### src/rtl/freg_wrarb.sv
// Write-port arbiter and pending-write scoreboard for the FPU's 3R1W register file.
// Optional same-cycle forwarding of the registered write is enabled by FREG_WRARB_FWD_EN.
module freg_wrarb #(
  parameter int FLEN      = 64,
  parameter int AGE_LIMIT = 4
) (
  input  logic            clk,
  input  logic            reset,
  input  logic            ld_valid,
  input  logic [4:0]      ld_addr,
  input  logic [FLEN-1:0] ld_data,
  output logic            ld_ready,
  input  logic            fma_valid,
  input  logic [4:0]      fma_addr,
  input  logic [FLEN-1:0] fma_data,
  output logic            fma_ready,
  input  logic            div_valid,
  input  logic [4:0]      div_addr,
  input  logic [FLEN-1:0] div_data,
  output logic            div_ready,
  input  logic            issue_valid,
  input  logic [4:0]      issue_rd,
  output logic            rf_we,
  output logic [4:0]      rf_wa,
  output logic [FLEN-1:0] rf_wd,
  output logic [31:0]     busy,
  output logic            fwd_valid,
  output logic [4:0]      fwd_addr,
  output logic [FLEN-1:0] fwd_data
);

  localparam logic [3:0] AGE_MAX = 4'(AGE_LIMIT);

  logic [3:0]      ld_age, fma_age, div_age;
  logic            ld_urg, fma_urg, div_urg;
  logic            transfer;
  logic [4:0]      win_addr;
  logic [FLEN-1:0] win_data;
  logic [31:0]     busy_q, set_mask, clr_mask;

  assign ld_urg  = ld_valid  && (ld_age  == AGE_MAX);
  assign fma_urg = fma_valid && (fma_age == AGE_MAX);
  assign div_urg = div_valid && (div_age == AGE_MAX);

  // Urgent requesters reverse the base order so the slowest unit drains first.
  always_comb begin
    ld_ready  = 1'b0;
    fma_ready = 1'b0;
    div_ready = 1'b0;
    if (ld_urg || fma_urg || div_urg) begin
      if (div_urg)      div_ready = 1'b1;
      else if (fma_urg) fma_ready = 1'b1;
      else              ld_ready  = 1'b1;
    end else if (ld_valid)  ld_ready  = 1'b1;
    else if (fma_valid)     fma_ready = 1'b1;
    else if (div_valid)     div_ready = 1'b1;
  end

  assign transfer = ld_ready || fma_ready || div_ready;

  always_comb begin
    win_addr = ld_addr;
    win_data = ld_data;
    if (fma_ready) begin
      win_addr = fma_addr;
      win_data = fma_data;
    end else if (div_ready) begin
      win_addr = div_addr;
      win_data = div_data;
    end
  end

  function automatic logic [3:0] next_age(input logic valid, input logic granted,
                                          input logic [3:0] age);
    if (!valid || granted) return 4'd0;
    if (age == AGE_MAX)    return age;
    return age + 4'd1;
  endfunction

  always_ff @(posedge clk or posedge reset) begin
    if (reset) begin
      ld_age  <= 4'd0;
      fma_age <= 4'd0;
      div_age <= 4'd0;
    end else begin
      ld_age  <= next_age(ld_valid,  ld_ready,  ld_age);
      fma_age <= next_age(fma_valid, fma_ready, fma_age);
      div_age <= next_age(div_valid, div_ready, div_age);
    end
  end

  // Address and data hold their last values when no write happens.
  always_ff @(posedge clk or posedge reset) begin
    if (reset) begin
      rf_we <= 1'b0;
      rf_wa <= 5'd0;
      rf_wd <= '0;
    end else begin
      rf_we <= transfer;
      if (transfer) begin
        rf_wa <= win_addr;
        rf_wd <= win_data;
      end
    end
  end

  assign set_mask = issue_valid ? (32'd1 << issue_rd) : 32'd0;
  assign clr_mask = rf_we ? (32'd1 << rf_wa) : 32'd0;

  // A new issue to the register being written keeps it pending.
  always_ff @(posedge clk or posedge reset) begin
    if (reset) busy_q <= 32'd0;
    else       busy_q <= (busy_q & ~clr_mask) | set_mask;
  end

`ifdef FREG_WRARB_FWD_EN
  assign fwd_valid = rf_we;
  assign fwd_addr  = rf_wa;
  assign fwd_data  = rf_wd;
  assign busy      = busy_q & ~(clr_mask & ~set_mask);
`else
  assign fwd_valid = 1'b0;
  assign fwd_addr  = 5'd0;
  assign fwd_data  = '0;
  assign busy      = busy_q;
`endif

endmodule

### config.mk
export PLATFORM = sky130hd
export DESIGN_NAME = freg_wrarb
export DESIGN_NICKNAME = d
export VERILOG_FILES = /design/src/rtl/freg_wrarb.sv
export SDC_FILE = /design/constraint.sdc
export NUM_CORES = 1
export LEC_CHECK = 0
export CORE_AREA = 2 2 153 155
export DETAILED_ROUTE_END_ITERATION = 10
export DIE_AREA = 0 0 155 157
export DONT_BUFFER_PORTS = 1
export HOLD_SLACK_MARGIN = 0.06
export MAX_ROUTING_LAYER = met4
export PLACE_DENSITY = 0.4
export SLEW_MARGIN = 20
export SYNTH_ARGS = -nofsm -noshare
export SYNTH_HDL_FRONTEND = slang
export SYNTH_SLANG_ARGS = --single-unit
### constraint.sdc
create_clock -name clk -period 4.5 [get_ports clk]
set_clock_uncertainty 0.1 [all_clocks]
set_input_delay 1.125 -clock clk [delete_from_list [all_inputs] [get_ports clk]]
set_output_delay 1.125 -clock clk [all_outputs]
set_load 0.02 [all_outputs]
### Yosys cells after proc, flatten, opt, wreduce, memory -nomap -nowiden

Index checks and enable logic that the tools add are counted.

* input bits: 218
* bits in registers: 114
* logic and storage cells: 75

* eq/ne operators: 6
* reductions and logical operators: 13
* multiplexer cells: 41
* $add $sub $neg: 3
* shifts and indexed selects: 2
* bitwise gates (word level): 3

Operators by type and width (count)
* 64-bit two-way mux: 2
* 32-bit two-way mux: 2
* 1-bit by 5-bit left shift with 32-bit output (first input constant): 2
* 4-bit two-way mux: 12
* 32-bit bitwise AND: 1
* 32-bit inverter: 1
* 32-bit OR: 1
* 1-bit two-way mux: 23
* 4-bit by 1-bit adder with 4-bit output (second input constant): 3
* 4-bit by 3-bit == test with 1-bit output (second input constant): 3
* 5-bit two-way mux: 2
* 3-bit != test (second input constant): 3
* 1-bit logical OR: 7
* 1-bit logical AND: 3
* 1-bit zero test: 3

### Depth between registers and ports, before layout

* depth after elaboration: 10
* mapped depth: 9
* gate-level depth less buffers: 6

### Worst setup path before layout

OpenSTA, ideal clock, no wires.

* path kind: in2out
* start: input port div_valid
* end: output port div_ready
* slack: 1.354 ns
* cell stages on the path: 5
* required time: 3.275 ns
* data arrival time: 1.921 ns
* path through: and4b_1 > a31oi_1 > buf_2 > buf_4 > inv_2

* word-level cells in the longest chain between the ends: 4
* elaborated cells on any way between the ends: 7
* classes of those cells: 5 x mux; 2 x reduce/logical

RTL lines
* start, declared: line 17 `input logic div_valid,`
* 1-bit two-way mux: line 56 `else if (div_valid) div_ready = 1'b1;`
* 1-bit two-way mux: line 55 `else if (fma_valid) fma_ready = 1'b1;`
* 1-bit two-way mux: line 54 `end else if (ld_valid) ld_ready = 1'b1;`
* 1-bit two-way mux (*): line 50 `if (ld_urg || fma_urg || div_urg) begin`
* end, declared: line 20 `output logic div_ready,`

Every way passes the cells marked *; elsewhere a longest branch is shown, timed or not.

### Worst setup path in the final report

* start: register fma_age[0]
* end: output port fma_ready

* word-level cells in the longest chain between the ends: 5
* elaborated cells on any way between the ends: 7
* classes of those cells: 1 x eq/ne; 3 x mux; 3 x reduce/logical

RTL lines
* start, declared: line 34 `logic [3:0] ld_age, fma_age, div_age;`
* start signal, assigned: line 87 `fma_age <= next_age(fma_valid, fma_ready, fma_age);`
* 4-bit by 3-bit == test with 1-bit output (*): line 42 `assign fma_urg = fma_valid && (fma_age == AGE_MAX);`
* 1-bit logical AND (*): line 42
* 1-bit two-way mux or 1-bit logical OR (tied branches): line 52, 50
* 1-bit two-way mux or 1-bit logical OR (tied branches): line 51, 50
* 1-bit two-way mux (*): line 50
* end, declared: line 16 `output logic fma_ready,`

Marks and branches as above.

==> results.json <==
{
  "power.density_nw_per_um2": 471,
  "nNetsFinal": 777,
  "gr-usage-met3_pct": 4.96,
  "grt_pass1_vias": 4273,
  "yosysTopAreaCellShare_pct": 47.3,
  "reg2reg_depth": 8,
  "dp_cells": 829,
  "synth_area_per_cell_um2": 10.2,
  "cp_num_buf_inv": 3,
  "hold_start": "div_age[0]",
  "worstReg2RegEnd": "rf_wd[26]",
  "synth.most_common_cell": "dfrtp_1",
  "cp_max_fo": 38,
  "top_usage_layer": "met2",
  "pin_count": 393,
  "worstMarginPinSlew_ps": 1000,
  "cts_sinks": 110,
  "fin_crit_sh_pct": 74.6,
  "antenna_found_initial": 0,
  "r2r_start": "fma_age[0]",
  "final_cells": 845,
  "dp_hpwl_um": 14900,
  "hold_path_class": "flip-flop to flip-flop",
  "diodes": 0,
  "async_flop_share_pct": 100,
  "crit_path_frequent_cell": "inv_1",
  "crit_required_ps": 3270,
  "wirelength_um": 19300,
  "synthTopCellsByArea": "dfrtp_1 47%, mux2i_1 12%, buf_4 9.9%",
  "outcome": "completed",
  "ys.flop_type": "dfrtp_1",
  "ys_seq_elements": 110,
  "cp_top_family": "buffers and inverters",
  "io_buffers": 0,
  "grt_pass1_wl_um": 27100,
  "max_cap_viol_count": 0,
  "synth_common_cells": "110 x dfrtp_1, 77 x buf_4, 69 x mux2i_1, 69 x o22ai_1, 64 x a21oi_1",
  "num_rows": 55,
  "fin_setup_tns_ps": 0,
  "pwr-share-comb_pct": 14.3,
  "pwr-share-clk_pct": 29.5,
  "post-route-cell-area_um2": 6150,
  "period_minus_slack_ps": 3360,
  "clock_latency_ps": 350,
  "use_met1_pct": 17.4,
  "slowest_stage": "dfrtp_1",
  "power_switching_mw": 1.11,
  "die_area_um2": 24300,
  "seq_area_frac_synth_pct": 47.3,
  "area_growth_pct": 5.67,
  "path_cells": "inv_1 > ha_1 > and3b_1 > o211ai_4 > buf_4 > inv_1",
  "ir_drop_mv": 0.152,
  "ant_nets": 0,
  "via_per_inst": 5.16,
  "max_slew_margin_pct": 33.3,
  "critPathMaxStageDelay_ps": 410,
  "cts-buffers-inserted": 9,
  "firstDrtPassIters": 4,
  "synth_edf_count": 0,
  "hold_slack_ps": 381,
  "worstSetupStartpointType": "flip-flop",
  "intPower_mw": 1.79,
  "grt_overflow": 0,
  "criticalPathCategory": "flip-flop to primary output",
  "cts_resized": 0,
  "fillers": 2341,
  "rsz0062_at_grt": "no",
  "hold_buffers": 0,
  "grt_max_degree": 86,
  "start_util_pct": 25.9,
  "clk_path_buf_depth": 2,
  "fp.dieH_um": 157,
  "drc": 0,
  "yosys.area.top_type": "dfrtp_1",
  "rrSetupSlack_ps": 1530,
  "yosysUniqueCellTypes": 39,
  "cts.clk_slew.worst_paths_ps": 90,
  "min_to": "div_age[0]",
  "synthesis.area_um2": 5820,
  "post_cts_buffers": 0,
  "finalHoldViolCount": 0,
  "slew_violations": 0,
  "drive_gt1_share_pct": 7.50,
  "ys.warnings.count": 0,
  "place_congestion": 0.818,
  "setup_viol": 0,
  "p_seq_share_pct": 56.3,
  "path_depth": 6,
  "switching_share_pct": 38.2,
  "cts_tree": "built",
  "core_area_um2": 22500,
  "max_freq_mhz": 298,
  "drtIter0Drc": 230,
  "dieWidth_um": 155,
  "hold_path_depth": 1,
  "htreeDepth": 3,
  "end_kind": "primary output",
  "use_met2_pct": 26.1,
  "synthCells": 573,
  "final_util_pct": 27.3,
  "place_area_um2": 5840,
  "cp.arrival_ps": 2130,
  "root_buffer": "clkbuf_16",
  "vias": 4357,
  "avgRoutedWirePerCell_um": 22.9,
  "leakagePower_nw": 2.79,
  "grt_usage_pct": 15.3
}
cell families (layout without fill, tap and decap cells):
family          Yosys count  in the layout  synth area share, %
simple gates             59             59                 5.61
buf+inv                 114             32                 12.7
compound gates          213            213                 21.1
mux                      69             69                 11.9
flops                   110            110                 47.3
xor+xnor                  3              3                0.451
fa+ha+maj                 4              4                0.860
other cells               1             70               0.0644
flip-flops by register name, indices dropped and copies added (netlist names):
name,count
rf_wd,64
fma_age,4
rf_wa,5
div_age,4
rf_we,1
busy,32
stage by stage:
step	power (mW)	setup slack (ps)
CTS	2.95	1110
finish	2.90	1140
floorplan	1.95	373
detailed placement	2.07	1140
global placement	2.06	1190
global route	3.05	997
power by group through the flow:
stage	sequential (mW)	combinational [mW]	clock, mW
finish	1.63	0.413	0.854
global route	1.66	0.467	0.924
CTS	1.64	0.418	0.890
detailed placement	1.66	0.415	0
global placement	1.66	0.404	0
floorplan	1.55	0.393	0
layout make-up:
class	count	area, um2	area share (%)
clock buffer	10	239	3.88
clock inverter	6	75.1	1.22
inverter	9	38.8	0.630
multi-input combinational	418	2610	42.5
sequential	110	2750	44.7
tap	285	357	5.80
timing repair buffer	7	77.6	1.26
metal layers:
metal / vias up / wire [um]
met5: - / 0
met4: 0 / 277
met3: 15 / 1640
met2: 259 / 10000
met1: 2161 / 7380
li1: 1922 / -
how the worst max path moves through the flow:
stage / startpoint / slack (ps) / endpoint
2_1_floorplan: reset / 370 / busy[0]
3_3_place_gp: div_valid / 1190 / rf_wd[0]
3_5_place_dp: div_valid / 1140 / rf_wd[19]
4_1_cts: fma_age[0] / 1110 / fma_ready
5_1_grt: fma_age[0] / 1000 / fma_ready
6_report: fma_age[0] / 1140 / fma_ready
worst register-to-register path: stages, from the launching register on:
cell      delay, ps
dfrtp_1         410
inv_1            80
ha_1            230
and3b_1         250
o211ai_4        170
buf_4           370
and2_2          860
buf_12          290
a21oi_1         100
layout by cell type, fill, tap and decap left out, types with 2 or more instances in the layout:
cell       instances
a21oi_1           64
a21oi_2           10
buf_12             2
buf_4              5
clkbuf_16          9
conb_1            70
dfrtp_1          110
ha_1               4
inv_1              6
inv_2              2
inv_6              4
mux2i_1           69
nand2_1           11
nand2b_1          12
nand3_1            8
nand3b_1           2
nand4_1            2
nand4b_1           3
nor2_1             8
nor2b_1            3
o211ai_1           2
o21ai_0           52
o21ai_1            4
o22ai_1           69
o31ai_1            8
or2_2              2
xnor2_1            2
Power figures use the tool's default switching activity.
